`src/rtl/arm_prog_loader.sv`:
```
// arm_prog_loader: streams 32-bit words into memory port 2 at consecutive
// word addresses while holding arm_core in reset. It releases the core once
// the load completes and then watches halted.
// Optional build macro ARM_LOADER_CHECKSUM_EN: when defined, the in_last beat
// carries a 32-bit sum of all written words and is never written to memory.
// The loader releases the core only if that sum matches. When the macro is
// undefined, the in_last beat is an ordinary data word.
module arm_prog_loader #(
  parameter logic [31:0] BASE_ADDR = 32'h0000_0000,
  parameter int unsigned MEM_BYTES = 4096
) (
  input  logic        clk,
  input  logic        rst,
  input  logic        start,
  input  logic        in_valid,
  input  logic [31:0] in_data,
  input  logic        in_last,
  output logic        in_ready,
  input  logic        halted,
  output logic [31:0] mem_addr,
  output logic [31:0] mem_data_in,
  output logic        mem_write_en,
  output logic        core_rst,
  output logic [15:0] word_count,
  output logic        done,
  output logic        error
);

  // Capacity in words; the word counter is compared against this.
  localparam logic [15:0] CAP_WORDS = 16'(MEM_BYTES / 4);

  typedef enum logic [2:0] {
    S_IDLE  = 3'd0,
    S_LOAD  = 3'd1,
    S_FLUSH = 3'd2,
    S_RUN   = 3'd3,
    S_HALT  = 3'd4,
    S_ERROR = 3'd5
  } state_e;

  state_e      state_q, state_d;
  logic [31:0] addr_q, addr_d;
  logic [31:0] data_q, data_d;
  logic        we_q, we_d;
  logic [15:0] wc_q, wc_d;
  logic        core_rst_q, core_rst_d;
  logic        done_q, done_d;
  logic        error_q, error_d;
  logic        accept_s;
  logic        has_room_s;
`ifdef ARM_LOADER_CHECKSUM_EN
  logic [31:0] sum_q, sum_d;
`endif

  // Byte address of word n of the image; wraps modulo 2^32 by construction.
  function automatic logic [31:0] word_addr(input logic [15:0] n);
    word_addr = BASE_ADDR + {14'd0, n, 2'b00};
  endfunction

  assign accept_s   = in_valid && (state_q == S_LOAD);
  assign has_room_s = (wc_q < CAP_WORDS);

  // Next-state, write-port and counter logic.
  always_comb begin
    state_d = state_q;
    addr_d  = addr_q;
    data_d  = data_q;
    we_d    = 1'b0;
    wc_d    = wc_q;
`ifdef ARM_LOADER_CHECKSUM_EN
    sum_d   = sum_q;
`endif
    case (state_q)
      S_IDLE, S_HALT, S_ERROR: begin
        if (start) begin
          state_d = S_LOAD;
          wc_d    = 16'd0;
`ifdef ARM_LOADER_CHECKSUM_EN
          sum_d   = 32'd0;
`endif
        end else begin
          state_d = state_q;
        end
      end
      S_LOAD: begin
        if (accept_s) begin
`ifdef ARM_LOADER_CHECKSUM_EN
          if (in_last) begin
            // Checksum beat: compared, never written, exempt from capacity.
            if (sum_q == in_data) begin
              state_d = S_FLUSH;
            end else begin
              state_d = S_ERROR;
            end
          end else if (has_room_s) begin
            addr_d = word_addr(wc_q);
            data_d = in_data;
            we_d   = 1'b1;
            wc_d   = wc_q + 16'd1;
            sum_d  = sum_q + in_data;
          end else begin
            state_d = S_ERROR;
          end
`else
          if (has_room_s) begin
            addr_d = word_addr(wc_q);
            data_d = in_data;
            we_d   = 1'b1;
            wc_d   = wc_q + 16'd1;
            if (in_last) begin
              state_d = S_FLUSH;
            end else begin
              state_d = S_LOAD;
            end
          end else begin
            state_d = S_ERROR;
          end
`endif
        end else begin
          state_d = S_LOAD;
        end
      end
      S_FLUSH: begin
        // Gives the final write its cycle before the core leaves reset.
        state_d = S_RUN;
      end
      S_RUN: begin
        if (halted) begin
          state_d = S_HALT;
        end else begin
          state_d = S_RUN;
        end
      end
      default: begin
        state_d = S_IDLE;
      end
    endcase
  end

  // Status outputs follow the state being entered, so they are registered
  // alongside it and change on the same edge.
  always_comb begin
    core_rst_d = 1'b1;
    done_d     = 1'b0;
    error_d    = 1'b0;
    case (state_d)
      S_RUN: begin
        core_rst_d = 1'b0;
      end
      S_HALT: begin
        core_rst_d = 1'b0;
        done_d     = 1'b1;
      end
      S_ERROR: begin
        error_d = 1'b1;
      end
      default: begin
        core_rst_d = 1'b1;
      end
    endcase
  end

  // State and output registers; synchronous reset drops any write in flight.
  always_ff @(posedge clk) begin
    if (rst) begin
      state_q    <= S_IDLE;
      addr_q     <= 32'd0;
      data_q     <= 32'd0;
      we_q       <= 1'b0;
      wc_q       <= 16'd0;
      core_rst_q <= 1'b1;
      done_q     <= 1'b0;
      error_q    <= 1'b0;
`ifdef ARM_LOADER_CHECKSUM_EN
      sum_q      <= 32'd0;
`endif
    end else begin
      state_q    <= state_d;
      addr_q     <= addr_d;
      data_q     <= data_d;
      we_q       <= we_d;
      wc_q       <= wc_d;
      core_rst_q <= core_rst_d;
      done_q     <= done_d;
      error_q    <= error_d;
`ifdef ARM_LOADER_CHECKSUM_EN
      sum_q      <= sum_d;
`endif
    end
  end

  assign in_ready     = (state_q == S_LOAD);
  assign mem_addr     = addr_q;
  assign mem_data_in  = data_q;
  assign mem_write_en = we_q;
  assign core_rst     = core_rst_q;
  assign word_count   = wc_q;
  assign done         = done_q;
  assign error        = error_q;

endmodule

```
`config.mk`:
```
export PLATFORM = sky130hd
export DESIGN_NAME = arm_prog_loader
export DESIGN_NICKNAME = d
export VERILOG_FILES = /design/src/rtl/arm_prog_loader.sv
export SDC_FILE = /design/constraint.sdc
export NUM_CORES = 1
export LEC_CHECK = 0
export BUFFER_PORTS_ARGS = -buffer_cell sky130_fd_sc_hd__buf_2
export CORE_ASPECT_RATIO = 1.75
export CORE_UTILIZATION = 35
export DETAILED_ROUTE_END_ITERATION = 10
export HOLD_SLACK_MARGIN = 0.02
export SLEW_MARGIN = 20
export SYNTH_ARGS = -nofsm -noshare
export SYNTH_HDL_FRONTEND = slang
export SYNTH_SLANG_ARGS = --single-unit
```
`constraint.sdc`:
```
create_clock -name clk -period 4.5 [get_ports clk]
set_clock_uncertainty 0.05 [all_clocks]
set_input_delay 0.675 -clock clk [delete_from_list [all_inputs] [get_ports clk]]
set_output_delay 0.675 -clock clk [all_outputs]
set_load 0.01 [all_outputs]
```
==> results.sh, run 1 <==
export IMPL_yosys_warnings=0
export IMPL_power_density_nw_per_um2=407
export IMPL_grt_pass1_wl_mm=10.3
export IMPL_post_dp_hpwl_mm=4.30
export IMPL_die_area_sq_um=8050
export IMPL_power_total_mw=1.42
export IMPL_async_reset_ff_frac=0
export IMPL_status="complete, no violations"
export IMPL_clkSinkCount=71
export IMPL_seqPwrFrac=0.461
export IMPL_cp_data_required_time_ps=4710
export IMPL_start_util=0.358
export IMPL_period_minus_slack_ps=2320
export IMPL_htreeDepth=3
export IMPL_ir_worst_vdd_mv=0.222
export IMPL_crit_fanout=34
export IMPL_holdCritPathClass="register to register"
export IMPL_core_sq_um=7510
export IMPL_leakage_nw=1.59
export IMPL_cts_repair_resized=0
export IMPL_clock_path_buffers=2
export IMPL_post_route_util=0.464
export IMPL_hold_depth=2
export IMPL_drive_gt1_frac=0.291
export IMPL_layoutNonFillerInstCount=510
export IMPL_cts_tree="built"
export IMPL_drt_total_wl_mm=6.37
export IMPL_yosysSeqAreaShare=0.528
export IMPL_rsz0062_at_grt="no"
export IMPL_grt_ovfl_total=0
export IMPL_pin_count=123
export IMPL_critPathKind="register to register"
export IMPL_gr_usage_all_layers=0.171
export IMPL_swShare=0.226
export IMPL_min_period_over_period=0.515
export IMPL_placed_area_sq_um=3210
export IMPL_internal_power_mw=1.10
export IMPL_ys_types=38
export IMPL_worstHoldStart="mem_data_in[16]"
export IMPL_synth_cell_area_sq_um=2690
export IMPL_diodes=0
export IMPL_grt_antenna_before_repair=0
export IMPL_cts_buffers=9
export IMPL_cts_root_buf="clkbuf_16"
export IMPL_syn_avg_cell_area_sq_um=8.49
export IMPL_drcViolationCount=0
export IMPL_clkLatencyLatePin_ps=330
export IMPL_ys_seq_elements=71
export IMPL_area_growth_pct=29.6
export IMPL_p_clk_frac=0.462
export IMPL_hold_buffers=0
export IMPL_r2r_end="word_count[8]"
export IMPL_cts_setup_buffers=0
export IMPL_regToRegSetupSlack_ps=2180
export IMPL_vias=2470
export IMPL_finalInstanceArea_sq_um=3490
export IMPL_grt_pass1_vias=2234
export IMPL_synth_cells=317
export IMPL_drv_cap=0
export IMPL_r2r_cells=4
export IMPL_max_slew_margin_rel=0.382
export IMPL_layout_nets=457
export IMPL_start_kind="register"
export IMPL_grt_max_degree=50
export IMPL_worst_pin_slew_ps=927
export IMPL_first_pass_iters=4
export IMPL_pwr_share_comb=0.077
export IMPL_ant_nets=0
export IMPL_p_sw_mw=0.320
export IMPL_wl_per_cell_um=12.5
export IMPL_setup_tns_ps=0
export IMPL_dieWidth_um=68.3
export IMPL_hold_end="mem_data_in[16]"
export IMPL_synth_edff_count=0
export IMPL_clk_pin_slew_worst_paths_ps=50
export IMPL_setup_violations=0
export IMPL_final_max_slew_viol_count=0
export IMPL_place_congestion=0.807
export IMPL_dp_cells=495
export IMPL_fillers=778
export IMPL_via_per_inst=4.84
export IMPL_crit_start="word_count[12]"
export IMPL_r2r_start="word_count[12]"
export IMPL_hold_violations=0
export IMPL_max_freq_mhz=431
export IMPL_die_h_um=118
export IMPL_io_buffer_count=106
export IMPL_critPathArrivalTime_ps=2530
export IMPL_placementRows=42
export IMPL_end_kind="register"
export IMPL_first_iter_violations=103
export IMPL_synth_ff_type="dfxtp_1"
-- how the worst max path moves through the flow --
stage,end,slack (ps)
2_1_floorplan,word_count[6],2670
3_3_place_gp,word_count[6],2000
3_5_place_dp,word_count[6],1990
4_1_cts,word_count[6],2180
5_1_grt,word_count[8],1980
6_report,word_count[8],2180
-- per-stage QoR --
stage               hold slack [ps]  setup WS, ps
global route                    419          1980
detailed placement              393          1990
finish                          398          2180
floorplan                       431          2670
global placement                389          2000
CTS                             400          2180
-- placed cells by master (no fill, tap or decap), types with 2 or more instances in the layout --
cell       count
conb_1        16
nor2_1         8
and3_1         7
nand4_1        4
nand2_1       96
nand2b_1       5
xor2_1         2
dfxtp_1       71
buf_2        106
a211oi_1       2
clkbuf_1       3
o2111ai_1      2
and2_1         6
nor2b_1        2
nand3_1        3
or4_1          2
o31ai_1        2
a21oi_1       51
clkbuf_8       3
clkbuf_16      9
a2111o_1       2
-- worst max-delay path, stage by stage (launching register included) --
cell	delay (ps)
dfxtp_1	340
nor4_4	440
nand3_2	590
or4_1	690
a21oi_1	140
-- kinds of logic (layout without fill, tap and decap cells) --
family | Yosys count | count (layout) | synth area share
AO/OA/AOI/OAI | 66 | 66 | 0.140
XOR/XNOR | 2 | 2 | 0.00651
adder cells (fa/ha/maj) | 1 | 1 | 0.00465
buffers and inverters | 33 | 123 | 0.0712
flip-flops | 71 | 71 | 0.528
multiplexers | 1 | 1 | 0.00372
other | 1 | 16 | 0.00139
AND/OR/NAND/NOR | 142 | 142 | 0.245
-- power groups by stage --
stage	Sequential [mW]	Clock, mW	Combinational, mW
after floorplan	0.674	0	0.0697
after detailed placement	0.668	0	0.110
after global routing	0.656	0.699	0.122
after global placement	0.667	0	0.109
after CTS	0.654	0.677	0.111
final	0.655	0.655	0.109
-- layer usage --
layer | wire length, um | vias to the layer above | share of wire | track usage
li1 | - | 1234 | - | -
met1 | 2600 | 1138 | 0.41 | 0.198
met2 | 3320 | 85 | 0.52 | 0.279
met3 | 292 | 13 | 0.046 | 0.0242
met4 | 157 | 0 | 0.025 | 0.115
met5 | 0 | - | 0 | 0
-- state kept, by name, indices dropped and copies added (netlist names) --
name and count:
mem_write_en 1, error 1, core_rst 1, word_count 16, mem_addr 16, state_q 3, done 1, mem_data_in 32
-- Yosys cell counts, types with 2 or more instances --
master     number  area share
a2111o_1        2      0.0084
a211oi_1        2      0.0056
a21oi_1        51       0.095
and2_1          6       0.014
and3_1          8       0.019
buf_2           6       0.011
buf_4          16       0.045
clkbuf_1       10       0.014
dfxtp_1        71        0.53
nand2_1        96        0.13
nand2b_1        5       0.012
nand3_1         3      0.0056
nand4_1         4      0.0093
nor2_1          8       0.011
nor2b_1         2      0.0047
o2111ai_1       2      0.0065
o31ai_1         2      0.0056
or4_1           2      0.0056
xor2_1          2      0.0065
-- cell type report --
| cell class | instances | area (sq um) | area share |
|---|---|---|---|
| Sequential cell | 71 | 1420 | 0.408 |
| Multi-Input combinational cell | 228 | 1130 | 0.326 |
| Timing Repair Buffer | 107 | 538 | 0.154 |
| Clock buffer | 15 | 278 | 0.0797 |
| Tap cell | 88 | 110 | 0.0316 |
| Inverter | 1 | 3.75 | 0.00108 |
Power figures use the tool's default switching activity.
==> inputs of run 2 (changes only) <==
--- a/config.mk
+++ b/config.mk
@@ -5,6 +5,7 @@
 export SDC_FILE = /design/constraint.sdc
 export NUM_CORES = 1
 export LEC_CHECK = 0
+export ABC_AREA = 1
 export BUFFER_PORTS_ARGS = -buffer_cell sky130_fd_sc_hd__buf_2
 export CORE_ASPECT_RATIO = 1.75
 export CORE_UTILIZATION = 35
==> constraint.sdc (replaced) <==
create_clock -name clk -period 1.85 [get_ports clk]
set_clock_uncertainty 0.05 [all_clocks]
set_input_delay 0.2775 -clock clk [delete_from_list [all_inputs] [get_ports clk]]
set_output_delay 0.2775 -clock clk [all_outputs]
set_load 0.01 [all_outputs]
==> results.sh, run 2 <==
export IMPL_power_density_nw_per_um2=1060
export IMPL_cts_root_buf="clkbuf_16"
export IMPL_critPathKind="register to register"
export IMPL_first_iter_violations=140
export IMPL_vias=2502
export IMPL_pin_count=123
export IMPL_rsz0062_at_grt="no"
export IMPL_setup_tns_ps=0
export IMPL_syn_avg_cell_area_sq_um=7.75
export IMPL_die_area_sq_um=8190
export IMPL_end_kind="register"
export IMPL_cts_setup_buffers=0
export IMPL_io_buffer_count=106
export IMPL_area_growth_pct=29.4
export IMPL_drcViolationCount=0
export IMPL_hold_buffers=0
export IMPL_yosysSeqAreaShare=0.520
export IMPL_final_cell_mix="buf_2 (106), nor2_1 (103), dfxtp_1 (71)"
export IMPL_diodes=0
export IMPL_clkSinkCount=71
export IMPL_r2r_end="word_count[3]"
export IMPL_regToRegSetupSlack_ps=210
export IMPL_critPathArrivalTime_ps=1820
export IMPL_period_minus_slack_ps=1640
export IMPL_synth_cells=353
export IMPL_drv_cap=0
export IMPL_clock_path_buffers=2
export IMPL_hold_violations=0
export IMPL_r2r_start="word_count[14]"
export IMPL_synth_top_area_frac=0.520
export IMPL_cp_data_required_time_ps=2030
export IMPL_via_per_inst=4.55
export IMPL_status="complete, no violations"
export IMPL_dieWidth_um=68.8
export IMPL_final_max_slew_viol_count=0
export IMPL_ys_seq_elements=71
export IMPL_grt_ovfl_total=0
export IMPL_async_reset_ff_frac=0
export IMPL_ant_nets=0
export IMPL_leakage_nw=1.74
export IMPL_max_freq_mhz=609
export IMPL_place_congestion=0.805
export IMPL_clkLatencyLatePin_ps=330
export IMPL_grt_pass1_wl_mm=10.1
export IMPL_synth_edff_count=0
export IMPL_start_kind="register"
export IMPL_ir_worst_vdd_mv=0.549
export IMPL_crit_fanout=25
export IMPL_synth_ff_type="dfxtp_1"
export IMPL_drt_total_wl_mm=6.47
export IMPL_post_route_util=0.468
export IMPL_htreeDepth=3
export IMPL_grt_max_degree=32
export IMPL_yosys_warnings=0
export IMPL_grt_pass1_vias=2180
export IMPL_holdCritPathClass="input pin to register"
export IMPL_first_pass_iters=4
export IMPL_cts_tree="built"
export IMPL_synth_area_leaders="dfxtp_1 (52%), nor2_1 (14%), o21ai_0 (7.7%), buf_4 (5.2%), nand2_1 (5.2%)"
export IMPL_post_synth_top_count_cell="nor2_1"
export IMPL_ys_types=25
export IMPL_setup_violations=0
export IMPL_r2r_cells=8
export IMPL_core_sq_um=7570
export IMPL_hold_depth=3
export IMPL_cp_endpoint="word_count[3]"
export IMPL_min_period_over_period=0.887
export IMPL_wl_per_cell_um=11.8
export IMPL_cts_buffers=9
export IMPL_final_common_cell="buf_2"
export IMPL_post_dp_hpwl_mm=4.77
export IMPL_gr_usage_all_layers=0.168
export IMPL_cts_repair_resized=0
export IMPL_start_util=0.361
export IMPL_clk_pin_slew_worst_paths_ps=60
export IMPL_synth_top_cell_by_area="dfxtp_1"
export IMPL_largest_register_ffs=32
export IMPL_grt_antenna_before_repair=0
export IMPL_placementRows=42
export IMPL_synth_commonest_cells="nor2_1 (103), dfxtp_1 (71), o21ai_0 (42), nand2_1 (38), buf_4 (19)"
export IMPL_crit_start="word_count[14]"
export IMPL_drive_gt1_frac=0.294
export IMPL_layout_nets=496
export IMPL_die_h_um=119
export IMPL_synth_cell_area_sq_um=2740
run 2: cell count changes in the layout (fill, tap and decap cells not counted), moves of 7 or more:
cell,change
a21oi_1,-34
and3_1,-7
inv_1,+17
nand2_1,-58
nor2_1,+95
o21ai_0,+41
run 2: final cells by class:
class	instances	area, sq um
inverters	21	78.8
clock inverters	6	61.3
flip-flops and latches	71	1420
repair buffers	111	568
well taps	88	110
multi-input cells	243	1070
clock buffers	10	229
fillers	806	4030
run 2: per-layer routing:
layer / routed length, um / GRT usage / up-vias / share of wire
met1: 2550 / 0.183 / 1110 / 0.39
met5: 0 / 0 / - / 0
met2: 3410 / 0.279 / 87 / 0.53
li1: - / - / 1293 / -
met4: 204 / 0.110 / 0 / 0.032
met3: 304 / 0.0364 / 12 / 0.047
run 2: worst min-delay path by stage:
stage | end | start
floorplan | mem_data_in[0] | in_data[0]
global placement | mem_addr[14] | mem_addr[14]
detailed placement | mem_addr[17] | mem_addr[17]
CTS | mem_data_in[1] | in_data[1]
global route | mem_data_in[1] | in_data[1]
finish | mem_data_in[12] | in_data[12]
run 2: power by group:
group          internal, mW  leakage (nW)  total [mW]  switching (mW)
Sequential             1.61         0.578        1.65          0.0411
Combinational         0.161          1.02       0.420           0.259
Clock                  1.04         0.142        1.67           0.632
run 2: cells by family (layout without fill, tap and decap cells):
logic type	count (synthesis)	in the layout	synth area share
simple gates	161	161	0.242
flops	71	71	0.520
compound gates	65	65	0.123
buf+inv	54	148	0.110
fa+ha+maj	1	1	0.00457
other cells	1	16	0.00137
run 2: critical path: stages (launching register included):
cell     delay [ps]
dfxtp_1         350
nor2_1           60
nand2_1         110
nor2_4           50
nand2_4         210
nand2_2         220
inv_1           260
nor2_1           60
o21a_1          160
run 2: through the flow:
stage	power, mW	hold WS (ps)	area (sq um)	setup WS [ps]	std cells
2_1_floorplan	1.98	390	2790	525	368
3_3_place_gp	2.11	375	3250	240	534
3_5_place_dp	2.11	378	3250	185	534
4_1_cts	3.80	137	3540	186	550
5_1_grt	3.92	150	3540	48.9	550
6_report	3.74	148	3540	209	550
==> inputs of run 3 (changes only) <==
--- a/config.mk
+++ b/config.mk
@@ -11,6 +11,7 @@
 export CORE_UTILIZATION = 35
 export DETAILED_ROUTE_END_ITERATION = 10
 export HOLD_SLACK_MARGIN = 0.02
+export PLACE_DENSITY = 0.66
 export SLEW_MARGIN = 20
 export SYNTH_ARGS = -nofsm -noshare
 export SYNTH_HDL_FRONTEND = slang
==> results.sh, run 3 (synthesis gave the netlist of run 2 again) <==
export IMPL_grt_max_degree=47
export IMPL_grt_pass1_wl_mm=9.94
export IMPL_ir_worst_vdd_mv=0.469
export IMPL_power_density_nw_per_um2=1010
export IMPL_hold_buffers=0
export IMPL_place_congestion=0.734
export IMPL_hold_violations=0
export IMPL_timing_hold_ws_ps=157
export IMPL_dp_cells=534
export IMPL_die_h_um=119
export IMPL_clkSinkCount=71
export IMPL_largest_register_ffs=32
export IMPL_status="complete, no violations"
export IMPL_hold_depth=3
export IMPL_first_iter_violations=106
export IMPL_period_minus_slack_ps=1540
export IMPL_final_common_cell="buf_2"
export IMPL_start_kind="register"
export IMPL_core_sq_um=7570
export IMPL_leakage_nw=1.72
export IMPL_r2r_start="state_q[2]"
export IMPL_die_area_sq_um=8190
export IMPL_r2r_cells=8
export IMPL_pin_count=123
export IMPL_cts_root_buf="clkbuf_16"
export IMPL_drive_gt1_frac=0.287
export IMPL_drt_total_wl_mm=6.60
export IMPL_post_dp_hpwl_mm=4.81
export IMPL_internal_power_mw=2.66
export IMPL_setup_tns_ps=0
export IMPL_worst_pin_slew_ps=507
export IMPL_wl_per_cell_um=12.0
export IMPL_p_sw_mw=0.872
export IMPL_grt_antenna_before_repair=0
export IMPL_swShare=0.247
export IMPL_drv_cap=0
export IMPL_cp_data_required_time_ps=2060
export IMPL_cts_repair_resized=0
export IMPL_regToRegSetupSlack_ps=310
export IMPL_vias=2517
export IMPL_end_kind="register"
export IMPL_placed_area_sq_um=3250
export IMPL_htreeDepth=3
export IMPL_rsz0062_at_grt="no"
export IMPL_critPathArrivalTime_ps=1750
export IMPL_via_per_inst=4.59
export IMPL_ant_nets=0
export IMPL_hold_end="mem_data_in[12]"
export IMPL_placementRows=42
export IMPL_pwr_share_comb=0.120
export IMPL_drcViolationCount=0
export IMPL_cts_setup_buffers=0
export IMPL_area_growth_pct=27.8
export IMPL_max_freq_mhz=651
export IMPL_final_cell_mix="buf_2 (106), nor2_1 (103), dfxtp_1 (71)"
export IMPL_crit_fanout=28
export IMPL_clk_pin_slew_worst_paths_ps=50
export IMPL_final_max_slew_viol_count=0
export IMPL_layout_nets=496
export IMPL_worstHoldStart="in_data[12]"
export IMPL_io_buffer_count=106
export IMPL_min_period_over_period=0.831
export IMPL_p_clk_frac=0.412
export IMPL_first_pass_iters=4
export IMPL_layoutNonFillerInstCount=548
export IMPL_clock_path_buffers=2
export IMPL_dieWidth_um=68.8
export IMPL_cts_buffers=9
export IMPL_crit_start="state_q[2]"
export IMPL_start_util=0.361
export IMPL_seqPwrFrac=0.468
export IMPL_clkLatencyLatePin_ps=330
export IMPL_diodes=0
export IMPL_grt_pass1_vias=2215
export IMPL_r2r_end="mem_addr[9]"
export IMPL_holdCritPathClass="input pin to register"
export IMPL_critPathKind="register to register"
export IMPL_finalInstanceArea_sq_um=3490
export IMPL_max_slew_margin_rel=0.660
export IMPL_cts_tree="built"
export IMPL_setup_violations=0
export IMPL_gr_usage_all_layers=0.166
export IMPL_grt_ovfl_total=0
-- run 3: changes by cell type in the layout (fill, tap and decap cells not counted) --
cell        change
bufinv_16       -1
clkbuf_1        +2
clkinv_2        -1
clkinv_4        -1
clkinvlp_4      -1
-- run 3: cell type report --
| type | count | area (sq um) |
|---|---|---|
| clock buffers | 12 | 236 |
| clock inverters | 2 | 10.0 |
| fillers | 807 | 4070 |
| inverters | 21 | 78.8 |
| multi-input cells | 243 | 1070 |
| flip-flops and latches | 71 | 1420 |
| well taps | 88 | 110 |
| repair buffers | 111 | 568 |
-- run 3: worst max-delay path by stage --
stage / endpoint / slack, ps / cells after the start
global placement: word_count[3] / 410 / 5
global route: mem_addr[5] / 130 / 8
CTS: mem_addr[9] / 320 / 8
floorplan: mem_addr[2] / 520 / 7
finish: mem_addr[9] / 310 / 8
detailed placement: mem_addr[9] / 350 / 8
-- run 3: power by group through the flow --
stage               logic [mW]  registers [mW]  clock network, mW
floorplan                0.261            1.72                  0
global placement         0.420            1.68                  0
detailed placement       0.426            1.69                  0
CTS                      0.428            1.66               1.50
global route             0.479            1.67               1.56
finish                   0.423            1.66               1.46
-- run 3: critical path, cell delays in order, from the launching register on --
cell     delay, ps
dfxtp_1        320
inv_2          100
nand3_2        110
nor2_4         140
nand2_4        140
inv_2           80
buf_4          260
o21ai_0        130
a21oi_1        130
-- run 3: routing by layer --
metal,up-vias,global-route usage,share of wire
met2,87,0.284,0.52
li1,1292,-,-
met3,17,0.0421,0.059
met5,-,0,0
met1,1121,0.166,0.39
met4,0,0.112,0.035
-- run 3: through the flow --
step / power [mW] / setup slack [ps] / utilization
2_1_floorplan: 1.98 / 525 / -
3_3_place_gp: 2.10 / 408 / 0.429
3_5_place_dp: 2.11 / 350 / 0.429
4_1_cts: 3.58 / 320 / 0.462
5_1_grt: 3.70 / 127 / 0.462
6_report: 3.53 / 313 / 0.462
